File: src/rtl/stopwatch_counter_if.sv
// Purpose : groups the button pulses and display-side outputs of the stopwatch.
// Ports   : trig/lap/clear (pulses in), time_reading/state/complete (registered outs).
// Modports: master drives the pulses (board top / bench), slave is the stopwatch.
interface stopwatch_counter_if;
   logic        trig;
   logic        lap;
   logic        clear;
   logic [15:0] time_reading;
   logic [3:0]  state;
   logic        complete;

   modport master (
      output trig, lap, clear,
      input  time_reading, state, complete
   );

   modport slave (
      input  trig, lap, clear,
      output time_reading, state, complete
   );
endinterface

File: src/rtl/stopwatch_counter.sv
// Purpose : BCD mm:ss count-up stopwatch with start/pause, lap freeze, clear, 59:59 saturation.
// Latency : every output is registered; a pulse sampled at edge E is reflected right after E.
// Backpr. : none; pulses are single-cycle and consumed (or ignored) on the edge they are seen.
// Ports   : clk, reset (sync, active-high), sw (slave modport: trig/lap/clear in,
//           time_reading[15:0] = {min_tens,min_units,sec_tens,sec_units}, state[3:0], complete out).
module stopwatch_counter #(
   parameter int TICKS_PER_SEC = 100000000
) (
   input  logic                clk,
   input  logic                reset,
   stopwatch_counter_if.slave  sw
);

   localparam int              PW        = $clog2(TICKS_PER_SEC);
   localparam logic [PW-1:0]   PRESC_MAX = PW'(TICKS_PER_SEC - 1);
   localparam logic [15:0]     BCD_FULL  = 16'h5959;

   typedef enum logic [2:0] {
      ST_IDLE,
      ST_RUNNING,
      ST_LAP,
      ST_PAUSED,
      ST_FULL
   } state_t;

   state_t        state_q, state_d;
   logic [15:0]   live_q, live_d;
   logic [15:0]   lap_q, lap_d;
   logic [PW-1:0] presc_q, presc_d;
   logic [15:0]   time_reading_q, time_reading_d;
   logic [3:0]    state_code_q, state_code_d;
   logic          complete_q, complete_d;

   logic          counting;
   logic          tick;

   // One-second BCD increment. The top digit never overflows because the
   // FSM stops counting at 59:59.
   function automatic logic [15:0] bcd_inc(input logic [15:0] v);
      logic [15:0] r;
      r = v;
      if (v[3:0] != 4'd9) begin
         r[3:0] = v[3:0] + 4'd1;
      end else begin
         r[3:0] = 4'd0;
         if (v[7:4] != 4'd5) begin
            r[7:4] = v[7:4] + 4'd1;
         end else begin
            r[7:4] = 4'd0;
            if (v[11:8] != 4'd9) begin
               r[11:8] = v[11:8] + 4'd1;
            end else begin
               r[11:8]  = 4'd0;
               r[15:12] = v[15:12] + 4'd1;
            end
         end
      end
      return r;
   endfunction

   assign counting = (state_q == ST_RUNNING) || (state_q == ST_LAP);
   assign tick     = counting && (presc_q == PRESC_MAX);

   always_comb begin
      state_d = state_q;
      live_d  = live_q;
      lap_d   = lap_q;
      presc_d = presc_q;

      // The prescaler advances on every counting edge, including the edge
      // that pauses, so pause/resume never drops a fraction of a second.
      if (counting) begin
         presc_d = tick ? '0 : presc_q + PW'(1);
         if (tick) begin
            live_d = bcd_inc(live_q);
         end
      end

      case (state_q)
         ST_IDLE: begin
            if (sw.trig) begin
               state_d = ST_RUNNING;
               presc_d = '0;
            end
         end
         ST_RUNNING: begin
            if (tick && (live_d == BCD_FULL)) begin
               state_d = ST_FULL;
            end else if (sw.trig) begin
               state_d = ST_PAUSED;
            end else if (sw.lap) begin
               state_d = ST_LAP;
               lap_d   = live_d;   // freeze the post-edge value, tick included
            end
         end
         ST_LAP: begin
            if (tick && (live_d == BCD_FULL)) begin
               state_d = ST_FULL;
            end else if (sw.trig) begin
               state_d = ST_PAUSED;
            end else if (sw.lap) begin
               state_d = ST_RUNNING;
            end
         end
         ST_PAUSED: begin
            if (sw.clear) begin
               state_d = ST_IDLE;
               live_d  = '0;
               lap_d   = '0;
               presc_d = '0;
            end else if (sw.trig) begin
               state_d = ST_RUNNING;
            end
         end
         ST_FULL: begin
            if (sw.clear) begin
               state_d = ST_IDLE;
               live_d  = '0;
               lap_d   = '0;
               presc_d = '0;
            end
         end
         default: begin
            state_d = ST_IDLE;
         end
      endcase

      // Outputs are computed from next-state values and registered, so they
      // line up with the state change and have no input-to-output path.
      time_reading_d = (state_d == ST_LAP) ? lap_d : live_d;
      complete_d     = (state_d == ST_FULL);
      case (state_d)
         ST_RUNNING: state_code_d = 4'b1000;
         ST_LAP:     state_code_d = 4'b0010;
         ST_PAUSED:  state_code_d = 4'b0100;
         ST_FULL:    state_code_d = 4'b0100;
         default:    state_code_d = 4'b0001;
      endcase
   end

   always_ff @(posedge clk) begin
      if (reset) begin
         state_q        <= ST_IDLE;
         live_q         <= '0;
         lap_q          <= '0;
         presc_q        <= '0;
         time_reading_q <= 16'h0000;
         state_code_q   <= 4'b0001;
         complete_q     <= 1'b0;
      end else begin
         state_q        <= state_d;
         live_q         <= live_d;
         lap_q          <= lap_d;
         presc_q        <= presc_d;
         time_reading_q <= time_reading_d;
         state_code_q   <= state_code_d;
         complete_q     <= complete_d;
      end
   end

   assign sw.time_reading = time_reading_q;
   assign sw.state        = state_code_q;
   assign sw.complete     = complete_q;

endmodule

File: src/flat_wrapper.sv
// flat-port wrapper written by rule: the top's interface ports become plain ports
module stopwatch_counter_flat 
#(
   parameter int TICKS_PER_SEC = 100000000
)
  (clk, reset, sw_trig, sw_lap, sw_clear, sw_time_reading, sw_state, sw_complete);
  stopwatch_counter_if sw_i ();
  input  logic clk;
  input  logic reset;
  input wire logic [$bits(sw_i.trig)-1:0] sw_trig;
  input wire logic [$bits(sw_i.lap)-1:0] sw_lap;
  input wire logic [$bits(sw_i.clear)-1:0] sw_clear;
  output wire logic [$bits(sw_i.time_reading)-1:0] sw_time_reading;
  output wire logic [$bits(sw_i.state)-1:0] sw_state;
  output wire logic [$bits(sw_i.complete)-1:0] sw_complete;
  assign sw_i.trig = sw_trig;
  assign sw_i.lap = sw_lap;
  assign sw_i.clear = sw_clear;
  assign sw_time_reading = sw_i.time_reading;
  assign sw_state = sw_i.state;
  assign sw_complete = sw_i.complete;
  stopwatch_counter #(.TICKS_PER_SEC(TICKS_PER_SEC)) u_core (.clk(clk), .reset(reset), .sw(sw_i));
endmodule
File: config.mk
export PLATFORM = sky130hd
export DESIGN_NAME = stopwatch_counter_flat
export DESIGN_NICKNAME = d
export VERILOG_FILES = /design/src/rtl/stopwatch_counter_if.sv /design/src/rtl/stopwatch_counter.sv /design/src/flat_wrapper.sv
export SDC_FILE = /design/constraint.sdc
export NUM_CORES = 1
export LEC_CHECK = 0
export BUFFER_PORTS_ARGS = -buffer_cell sky130_fd_sc_hd__buf_2
export CORE_UTILIZATION = 35
export CTS_CLUSTER_SIZE = 16
export DETAILED_ROUTE_END_ITERATION = 10
export SYNTH_ARGS = -nofsm -noshare
export SYNTH_HDL_FRONTEND = slang
export SYNTH_SLANG_ARGS = --single-unit
export TNS_END_PERCENT = 100
File: constraint.sdc
create_clock -name clk -period 2.77 [get_ports clk]
set_clock_uncertainty 0.15 [all_clocks]
set_input_delay 0.1385 -clock clk [delete_from_list [all_inputs] [get_ports clk]]
set_output_delay 0.1385 -clock clk [all_outputs]
set_load 0.1 [all_outputs]
Word-level counts from Yosys, hierarchy flattened:

Cells that the tools add are included.

* register bits after elaboration: 83
* bits in latches: 0
* memory bits (writable): 0
* bits in read-only memories: 0
* bits of input ports: 5
* output and inout bits: 21
* word-level logic and storage cells: 63
* memories kept: 0

* add/subtract/negate cells: 5
* multiply operators: 0
* div/mod/pow operators: 0
* $lt $le $gt $ge: 0
* eq/ne operators: 13
* shifts and indexed selects: 0
* mux-type cells: 32
* bitwise operators: 0
* reduce and logical (&&, ||, !) cells: 6

Operators by type and width (count)
* 2-to-1 mux 16 bit: 9
* 2-to-1 mux 27 bit: 4
* one-hot mux 27 bit (2 select lines): 1
* one-hot mux 16 bit (2 select lines): 1
* adder 27 x 1 -> 27 bit, second input constant: 1
* equality test 27 bit, second input constant: 1
* 2-to-1 mux 3 bit: 9
* adder 4 x 1 -> 4 bit, second input constant: 4
* equality test 16 x 15 -> 1 bit, second input constant: 1
* 2-to-1 mux 4 bit: 4
* one-hot mux 3 bit (5 select lines): 1
* equality test 3 x 2 -> 1 bit, second input constant: 4
* 2-to-1 mux 12 bit: 1
* one-hot mux 4 bit (3 select lines): 1
* 2-to-1 mux 8 bit: 1
* inequality test 4 bit, second input constant: 2
* equality test 3 x 1 -> 1 bit, second input constant: 2
* equality test 3 bit, second input constant: 2
* inequality test 4 x 3 -> 1 bit, second input constant: 1
* OR reduction 2 bit: 2
* zero test 3 bit: 1
* logical AND 1 bit: 2
* logical OR 1 bit: 1

Logic depth before layout (Yosys ltp):

Gate-level depths: netlist (run 1).

* word-level depth: 13
* mapped depth: 11
* mapped depth without buffers: 10

Least setup slack after synthesis (run 1):

OpenSTA, ideal clock, no wires.

* kind: register -> register
* from: register u_core.presc_q[0]
* to: register u_core.time_reading_q[13], in the netlist u_core.sw.time_reading[13]
* setup time: 87 ps
* data arrival time: 2788 ps
* data required time: 2533 ps
* slack: -255 ps
* stages on the path, launching flop included: 11
* path buffers: 1
* period minus slack after synthesis: 3025 ps
* cells stage by stage: dfxtp_1 > ha_1 > nand3_1 > or4_1 > buf_2 > or3_4 > nor4_4 > o211ai_4 > nand2_4 > or3b_1 > a221oi_2

* cells in the longest elaborated chain, start to end: 10
* elaborated cells on any way between the ends: 17
* those cells by class: 3 x eq/ne; 12 x mux; 2 x reduce/logical

RTL lines
* from (decl): RTL line stopwatch_counter.sv:29 `logic [PW-1:0] presc_q, presc_d;`
* from (signal assigned): RTL line stopwatch_counter.sv:154 `presc_q <= presc_d;`
* equality test 27 bit (*): RTL line stopwatch_counter.sv:62 `assign tick = counting && (presc_q == PRESC_MAX);`
* logical AND 1 bit (*): RTL line stopwatch_counter.sv:62
* 2-to-1 mux 16 bit: RTL line stopwatch_counter.sv:74 `if (tick) begin`
* 2-to-1 mux 16 bit: RTL line stopwatch_counter.sv:72 `if (counting) begin`
* equality test 16 x 15 -> 1 bit: RTL line stopwatch_counter.sv:87, stopwatch_counter.sv:97
* logical AND 1 bit: RTL line stopwatch_counter.sv:87, stopwatch_counter.sv:97
* 2-to-1 mux 3 bit, on equally long branches: RTL line stopwatch_counter.sv:97, stopwatch_counter.sv:87
* one-hot mux 3 bit (5 select lines): RTL line stopwatch_counter.sv:79 `case (state_q)`
* equality test 3 x 2 -> 1 bit: RTL line stopwatch_counter.sv:130 `time_reading_d = (state_d == ST_LAP) ? lap_d : live_d;`
* 2-to-1 mux 16 bit (*): RTL line stopwatch_counter.sv:130
* to (signal assigned): RTL line stopwatch_counter.sv:155 `time_reading_q <= time_reading_d;`
* to (decl): RTL line stopwatch_counter.sv:30 `logic [15:0] time_reading_q, time_reading_d;`

Mark *: on every way between the ends. The rest lies on a longest branch, timed or not.
A chain may end at the register's enable or synchronous reset.

Worst setup path after layout (run 1):

* from: register u_core.presc_q[1]
* to: register u_core.lap_q[13]

* cells in the longest elaborated chain, start to end: 8
* elaborated cells on any way between the ends: 10
* those cells by class: 2 x eq/ne; 6 x mux; 2 x reduce/logical

RTL lines
* equality test 27 bit (*): RTL line stopwatch_counter.sv:62
* logical AND 1 bit (*): RTL line stopwatch_counter.sv:62
* 2-to-1 mux 16 bit: RTL line stopwatch_counter.sv:74
* 2-to-1 mux 16 bit: RTL line stopwatch_counter.sv:72
* equality test 16 x 15 -> 1 bit / 2-to-1 mux 16 bit (equally long branches): RTL line stopwatch_counter.sv:87, stopwatch_counter.sv:91
* logical AND 1 bit / 2-to-1 mux 16 bit (equally long branches): RTL line stopwatch_counter.sv:87, stopwatch_counter.sv:89
* 2-to-1 mux 16 bit (*): RTL line stopwatch_counter.sv:87 `if (tick && (live_d == BCD_FULL)) begin`
* one-hot mux 16 bit (2 select lines) (*): RTL line stopwatch_counter.sv:79
* to (signal assigned): RTL line stopwatch_counter.sv:153 `lap_q <= lap_d;`
* to (decl): RTL line stopwatch_counter.sv:28 `logic [15:0] lap_q, lap_d;`

Marks and branches as above.

==> flow_metrics.py, run 1 <==
metrics = {
    "critical_path": {
        "startpoint_type": "register",
        "critPathKind": "reg -> reg",
        "worstPathRequired_ns": 2.92,
        "critPathMaxFanout": 8,
        "r2r_start": "u_core.presc_q[1]$_SDFF_PP0_",
        "startpoint": "u_core.presc_q[1]$_SDFF_PP0_",
        "endpoint_kind": "register",
        "rr_endpoint": "u_core.lap_q[13]$_SDFF_PP0_",
        "r2r_setup_slack_ns": -0.12,
        "crit_path_end": "u_core.lap_q[13]$_SDFF_PP0_",
        "r2r_cells": 10,
        "cp_data_arrival_time_ns": 3.04,
    },
    "timing": {
        "worst_pin_slew_ns": 0.598,
        "hold_violations": 0,
        "fin_ws_ns": -0.124,
        "setup_violations": 25,
        "maxSlewViolCount": 0,
        "clock.fmax_mhz": 346,
        "post-route-min-period_ns": 2.89,
        "period_share": 1.04,
        "relSlewSlack": 0.602,
        "rsz0062_at_grt": "yes",
    },
    "placement": {
        "placedInstanceArea_um2": 4480,
        "dpl.cell_count": 643,
        "gp_congestion": 0.851,
        "portBuffers": 25,
        "place_hpwl_mm": 6.56,
    },
    "synthesis": {
        "ys_types": 55,
        "synthCells": 439,
        "synth_flop_cell": "dfxtp_1",
        "yosys-top-cells-area": "dfxtp_1, nor2_1, xor2_1, nand2_1, nand3_1",
        "synth_edf_count": 0,
        "synth_commonest_cells": "dfxtp_1, nor2_1, nand2_1",
        "synthArstFlopShare": 0,
        "yosys_warnings": 0,
        "yosys.area.top_type": "dfxtp_1",
        "syn_nets": 446,
        "synth.cell_area_um2": 3760,
        "yosysTopAreaCellShare": 0.442,
        "synth.most_common_cell": "dfxtp_1",
        "ys_seq_elements": 83,
        "ys_seq_area_frac": 0.442,
        "synth_area_per_cell_um2": 8.57,
    },
    "cts": {
        "ctsHoldBuffers": 0,
        "insertion_delay_ns": 0.36,
        "clkTransAtPathRegs_ns": 0.09,
        "cts_max_level": 3,
        "cts_buffers": 9,
        "cts_buffer_depth": 2,
        "cts_tree": "yes",
        "cts_root_buffer": "clkbuf_8",
        "cts.sinks": 83,
    },
    "layout": {
        "finalNonFillerCells": 668,
        "syn2layout_area_growth_pct": 29.5,
        "nFillCells": 1025,
        "finalInstanceArea_um2": 4870,
        "final_nets": 534,
        "n_antenna_cell": 0,
        "drive_above_1_share": 0.280,
        "fin_util": 0.470,
    },
    "global_routing": {
        "grt_pass1_vias": 3171,
        "grt_max_degree": 35,
        "overflow": 0,
        "grt_pass1_wl_mm": 15.1,
        "grt_usage": 0.169,
        "antenna_found_initial": 0,
    },
    "drt": {
        "vias_per_cell": 4.99,
        "wl_mm": 8.87,
        "drc_errors": 0,
        "drt_iter0_drc": 153,
        "antenna_left": 0,
        "first_pass_iters": 4,
        "vias": 3330,
        "wire_per_inst_um": 13.3,
    },
    "die": {
        "die_w_um": 106,
        "fp-row-count": 37,
        "core_um2": 10400,
        "io_pins": 26,
        "die_area_um2": 11200,
        "die_y_um": 106,
        "start_util": 0.363,
    },
    "power": {
        "ir_drop_mv": 0.275,
        "power_uw": 2470,
        "leakage_uw": 0.00191,
        "cellPowerDensity_nw_per_um2": 508,
    },
    "flow_run": {
        "cap_violations": 0,
    },
    "outcome": {
        "violations": "setup timing",
        "status": "finished with violations",
    },
    "worst_hold_path": {
        "hp-class": "in -> reg",
    },
}
==> routing by layer <==
metal	track usage	vias to the layer above	share of wire
met3	0.0322	6	0.033
met2	0.262	58	0.45
li1	-	1712	-
met4	0.0506	0	0.011
met1	0.235	1554	0.50
met5	0	-	0
==> stage by stage <==
stage / hold slack, ns / TNS (ns) / worst slack, ns
floorplan: 0.257 / -1.21 / -0.169
global placement: 0.296 / -2.25 / -0.112
detailed placement: 0.299 / -4.95 / -0.197
CTS: 0.118 / -1.83 / -0.128
global route: 0.146 / -5.18 / -0.206
finish: 0.126 / -1.56 / -0.124
==> state kept, by name, summed over array words and instances (netlist names) <==
register and flops:
u_core.live_q 16, u_core.state_q 3, u_core.presc_q 27, u_core.lap_q 16, u_core.sw.state 4, u_core.sw.complete 1
u_core.sw.time_reading 16
==> worst min path at each step <==
| stage | start | to | slack [ns] | cells after the start |
|---|---|---|---|---|
| 2_1_floorplan | sw_trig | u_core.presc_q[0]$_SDFF_PP0_ | 0.26 | 3 |
| 3_3_place_gp | u_core.lap_q[3]$_SDFF_PP0_ | u_core.sw.time_reading[3]$_SDFF_PP0_ | 0.30 | 1 |
| 3_5_place_dp | u_core.lap_q[0]$_SDFF_PP0_ | u_core.sw.time_reading[0]$_SDFF_PP0_ | 0.30 | 1 |
| 4_1_cts | reset | u_core.lap_q[13]$_SDFF_PP0_ | 0.12 | 2 |
| 5_1_grt | reset | u_core.lap_q[5]$_SDFF_PP0_ | 0.15 | 2 |
| 6_report | reset | u_core.state_q[1]$_SDFF_PP0_ | 0.13 | 2 |
==> kinds of logic after synthesis <==
family | count (synthesis) | synth area share
adders and majority gates | 2 | 0.00665
AOI/OAI and AO/OA | 70 | 0.135
and+or+nand+nor | 211 | 0.279
xor gates and xnor gates | 36 | 0.0858
muxes | 6 | 0.0166
DFF | 83 | 0.442
buffers and inverters | 31 | 0.0349
==> repair_timing <==
item | CTS | global route
resized for setup | 10 | 9
setup endpoints to repair | 36 | 38
cloned | 0 | 0
buffers inserted | 6 | 4
pin swaps | 4 | 2
==> cell usage in the layout (no fill, tap or decap), types with 3 or more instances in the layout <==
master     instances
nand2b_1          11
buf_2             25
nor2_1            67
nand2_1           41
or2_2              6
nor3_1             5
a31oi_1            5
inv_1             10
buf_4             73
a21oi_1           18
o32ai_1            7
nand4_1           11
xnor2_1           10
dfxtp_1           81
o21ai_0            4
xor2_1            23
a211oi_1           4
and2_1             4
clkbuf_8          10
mux2i_1            4
nor4_1             5
nand3_1           26
o2bb2ai_1          9
nor4bb_1           3
nor4_4             3
and3_1             7
==> report_power, final <==
part	switching (µW)	leakage (µW)	internal, µW	total (µW)
Clock	440	0.000110	538	978
Combinational	187	0.00113	91.1	278
Sequential	7.46	0.000670	1210	1220
==> final cells by class <==
| type | instances | area, µm² | share of cell area |
|---|---|---|---|
| timing repair buffer | 98 | 673 | 0.138 |
| clock inverter | 5 | 85.1 | 0.0175 |
| inverter | 10 | 37.5 | 0.00771 |
| multi-input combinational | 325 | 2100 | 0.431 |
| clock buffer | 11 | 141 | 0.0290 |
| sequential | 83 | 1660 | 0.342 |
| tap | 136 | 170 | 0.0349 |
==> critical path: stages, from the launching register on <==
cell and delay (ns):
dfxtp_2 0.36, ha_4 0.14, nand3_2 0.07, or4_4 0.54, or3_4 0.37, nor4_4 0.33
o211ai_4 0.18, nand2_4 0.11, buf_4 0.16, mux2_2 0.33, nor2_1 0.08
Power figures use the tool's default switching activity.
==> run 2, diff against run 1 <==
--- a/config.mk
+++ b/config.mk
@@ -6,6 +6,7 @@
 export NUM_CORES = 1
 export LEC_CHECK = 0
 export BUFFER_PORTS_ARGS = -buffer_cell sky130_fd_sc_hd__buf_2
+export CORE_MARGIN = 3
 export CORE_UTILIZATION = 35
 export CTS_CLUSTER_SIZE = 16
 export DETAILED_ROUTE_END_ITERATION = 10
==> flow_metrics.py, run 2 (synthesized netlist as in run 1, its figures left out) <==
metrics = {
    "power": {
        "netSwitchingFraction": 0.277,
        "ir_drop_mv": 0.308,
        "p_int_uw": 1710,
        "leakage_uw": 0.00191,
        "power_frac_clock": 0.364,
        "p_sw_uw": 654,
        "p_seq_frac": 0.515,
        "power_uw": 2360,
        "cellPowerDensity_nw_per_um2": 476,
        "power_frac_comb": 0.121,
    },
    "global_routing": {
        "grt_pass1_vias": 3187,
        "grt_max_degree": 35,
        "overflow": 0,
        "grt_usage": 0.166,
        "grt_pass1_wl_mm": 15.5,
        "antenna_found_initial": 0,
    },
    "worst_hold_path": {
        "worstHoldPathCells": 2,
        "hp-class": "in -> reg",
    },
    "layout": {
        "drive_above_1_share": 0.310,
        "n_antenna_cell": 0,
        "final_nets": 534,
        "finalNonFillerCells": 668,
        "layout_commonest_cell": "dfxtp_1",
        "register_area_um2": 1660,
        "nFillCells": 986,
        "top_register": "u_core.presc_q",
        "largest_register_ffs": 27,
        "final_cell_mix": "dfxtp_1, buf_4, nor2_1",
        "multi_input_area_um2": 2190,
        "syn2layout_area_growth_pct": 31.8,
    },
    "critical_path": {
        "cp_data_arrival_time_ns": 3.04,
        "cp.depth": 9,
        "startpoint_type": "register",
        "cpPeakStageDelay_ns": 0.56,
        "critical-path-slowest-cell": "or4_4",
        "r2r_cells": 9,
        "critPathKind": "reg -> reg",
        "worstPathRequired_ns": 2.92,
        "endpoint_kind": "register",
        "path_cells": "ha_4, nand3_2, or4_4, or3_4, nor4_4, o211ai_4, nand2_4, or3b_4, a221oi_2",
        "path_buf_inv": 0,
        "critPathMaxFanout": 7,
        "critical_path.top_delay_family": "simple AND/OR/NAND/NOR gates",
    },
    "die": {
        "die_y_um": 110,
        "start_util": 0.363,
        "die_area_um2": 12000,
        "die_w_um": 110,
        "io_pins": 26,
        "core_um2": 10400,
        "fp-row-count": 37,
    },
    "placement": {
        "portBuffers": 25,
        "dpl.cell_count": 641,
        "place_hpwl_mm": 6.77,
        "gp_congestion": 0.845,
        "place_ws_ns": -0.213,
    },
    "cts": {
        "ctsHoldBuffers": 0,
        "cts_root_buffer": "clkbuf_8",
        "cts_max_level": 3,
        "cts_buffers": 9,
        "insertion_delay_ns": 0.38,
        "clkTransAtPathRegs_ns": 0.09,
        "cts_buffer_depth": 2,
        "cts.sinks": 83,
        "cts_tree": "yes",
    },
    "timing": {
        "rsz0062_at_grt": "yes",
        "worst_pin_slew_ns": 0.668,
        "post-route-min-period_ns": 2.89,
        "maxSlewViolCount": 0,
        "relSlewSlack": 0.555,
        "setup_violations": 23,
        "clock.fmax_mhz": 346,
        "hold_ws_ns": 0.131,
        "fin_ws_ns": -0.122,
        "period_share": 1.04,
        "setup-tns-final_ns": -1.30,
        "hold_violations": 0,
    },
    "drt": {
        "vias": 3367,
        "drt_iter0_drc": 184,
        "first_pass_iters": 4,
        "wire_per_inst_um": 14.2,
        "vias_per_cell": 5.04,
        "antenna_left": 0,
        "wl_mm": 9.47,
        "drc_errors": 0,
    },
    "flow_run": {
        "cap_violations": 0,
    },
    "outcome": {
        "status": "finished with violations",
        "violations": "setup timing",
    },
}
==> run 2: cell count changes in the layout (fill, tap and decap cells not counted), moves of 3 or more <==
cell     previous run  this run
o32ai_1             7         2
or2_2               6         3
nand3_2             2         5
or2_4               0         3
o32ai_2             0         5
nand3_1            26        23
buf_4              73        68
buf_6               0         4
==> run 2: per-layer routing <==
| layer | vias to the layer above | part of all wire | track usage |
|---|---|---|---|
| li1 | 1711 | - | - |
| met1 | 1585 | 0.49 | 0.224 |
| met2 | 54 | 0.45 | 0.258 |
| met3 | 17 | 0.041 | 0.0258 |
| met4 | 0 | 0.019 | 0.0801 |
| met5 | - | 0 | 0 |
==> run 2: layout make-up <==
| class | instances | share of cell area |
|---|---|---|
| clock inverter | 4 | 0.00656 |
| multi-input combinational | 325 | 0.442 |
| tap | 136 | 0.0343 |
| sequential | 83 | 0.336 |
| clock buffer | 12 | 0.0333 |
| timing repair buffer | 98 | 0.140 |
| inverter | 10 | 0.00757 |
==> run 2: final timing paths <==
kind                                              startpoint                                     to  slack (ns)
worst max-delay path            u_core.presc_q[1]$_SDFF_PP0_  u_core.sw.time_reading[13]$_SDFF_PP0_       -0.12
worst min register to register    u_core.lap_q[2]$_SDFF_PP0_   u_core.sw.time_reading[2]$_SDFF_PP0_        0.31
worst max register to register  u_core.presc_q[1]$_SDFF_PP0_  u_core.sw.time_reading[13]$_SDFF_PP0_       -0.12
worst min-delay path                                   reset           u_core.state_q[1]$_SDFF_PP0_        0.13
==> run 2: timing repair <==
action	in CTS	in global routing
pin swaps	3	8
setup endpoints to repair	37	37
resized for setup	10	34
setup buffers	3	9
==> run 2: through the flow <==
stage	util	area [µm²]
after floorplan	-	3800
after global placement	0.430	4460
after global routing	0.478	4960
after CTS	0.457	4740
after detailed placement	0.430	4460
final	0.478	4960
==> run 2: power by group through the flow <==
stage                     clock network [µW]  registers, µW  logic (µW)
after detailed placement                   0           1240         265
after global placement                     0           1240         263
final                                    860           1220         285
after CTS                                887           1220         272
after floorplan                            0           1300         122
after global routing                     938           1220         306
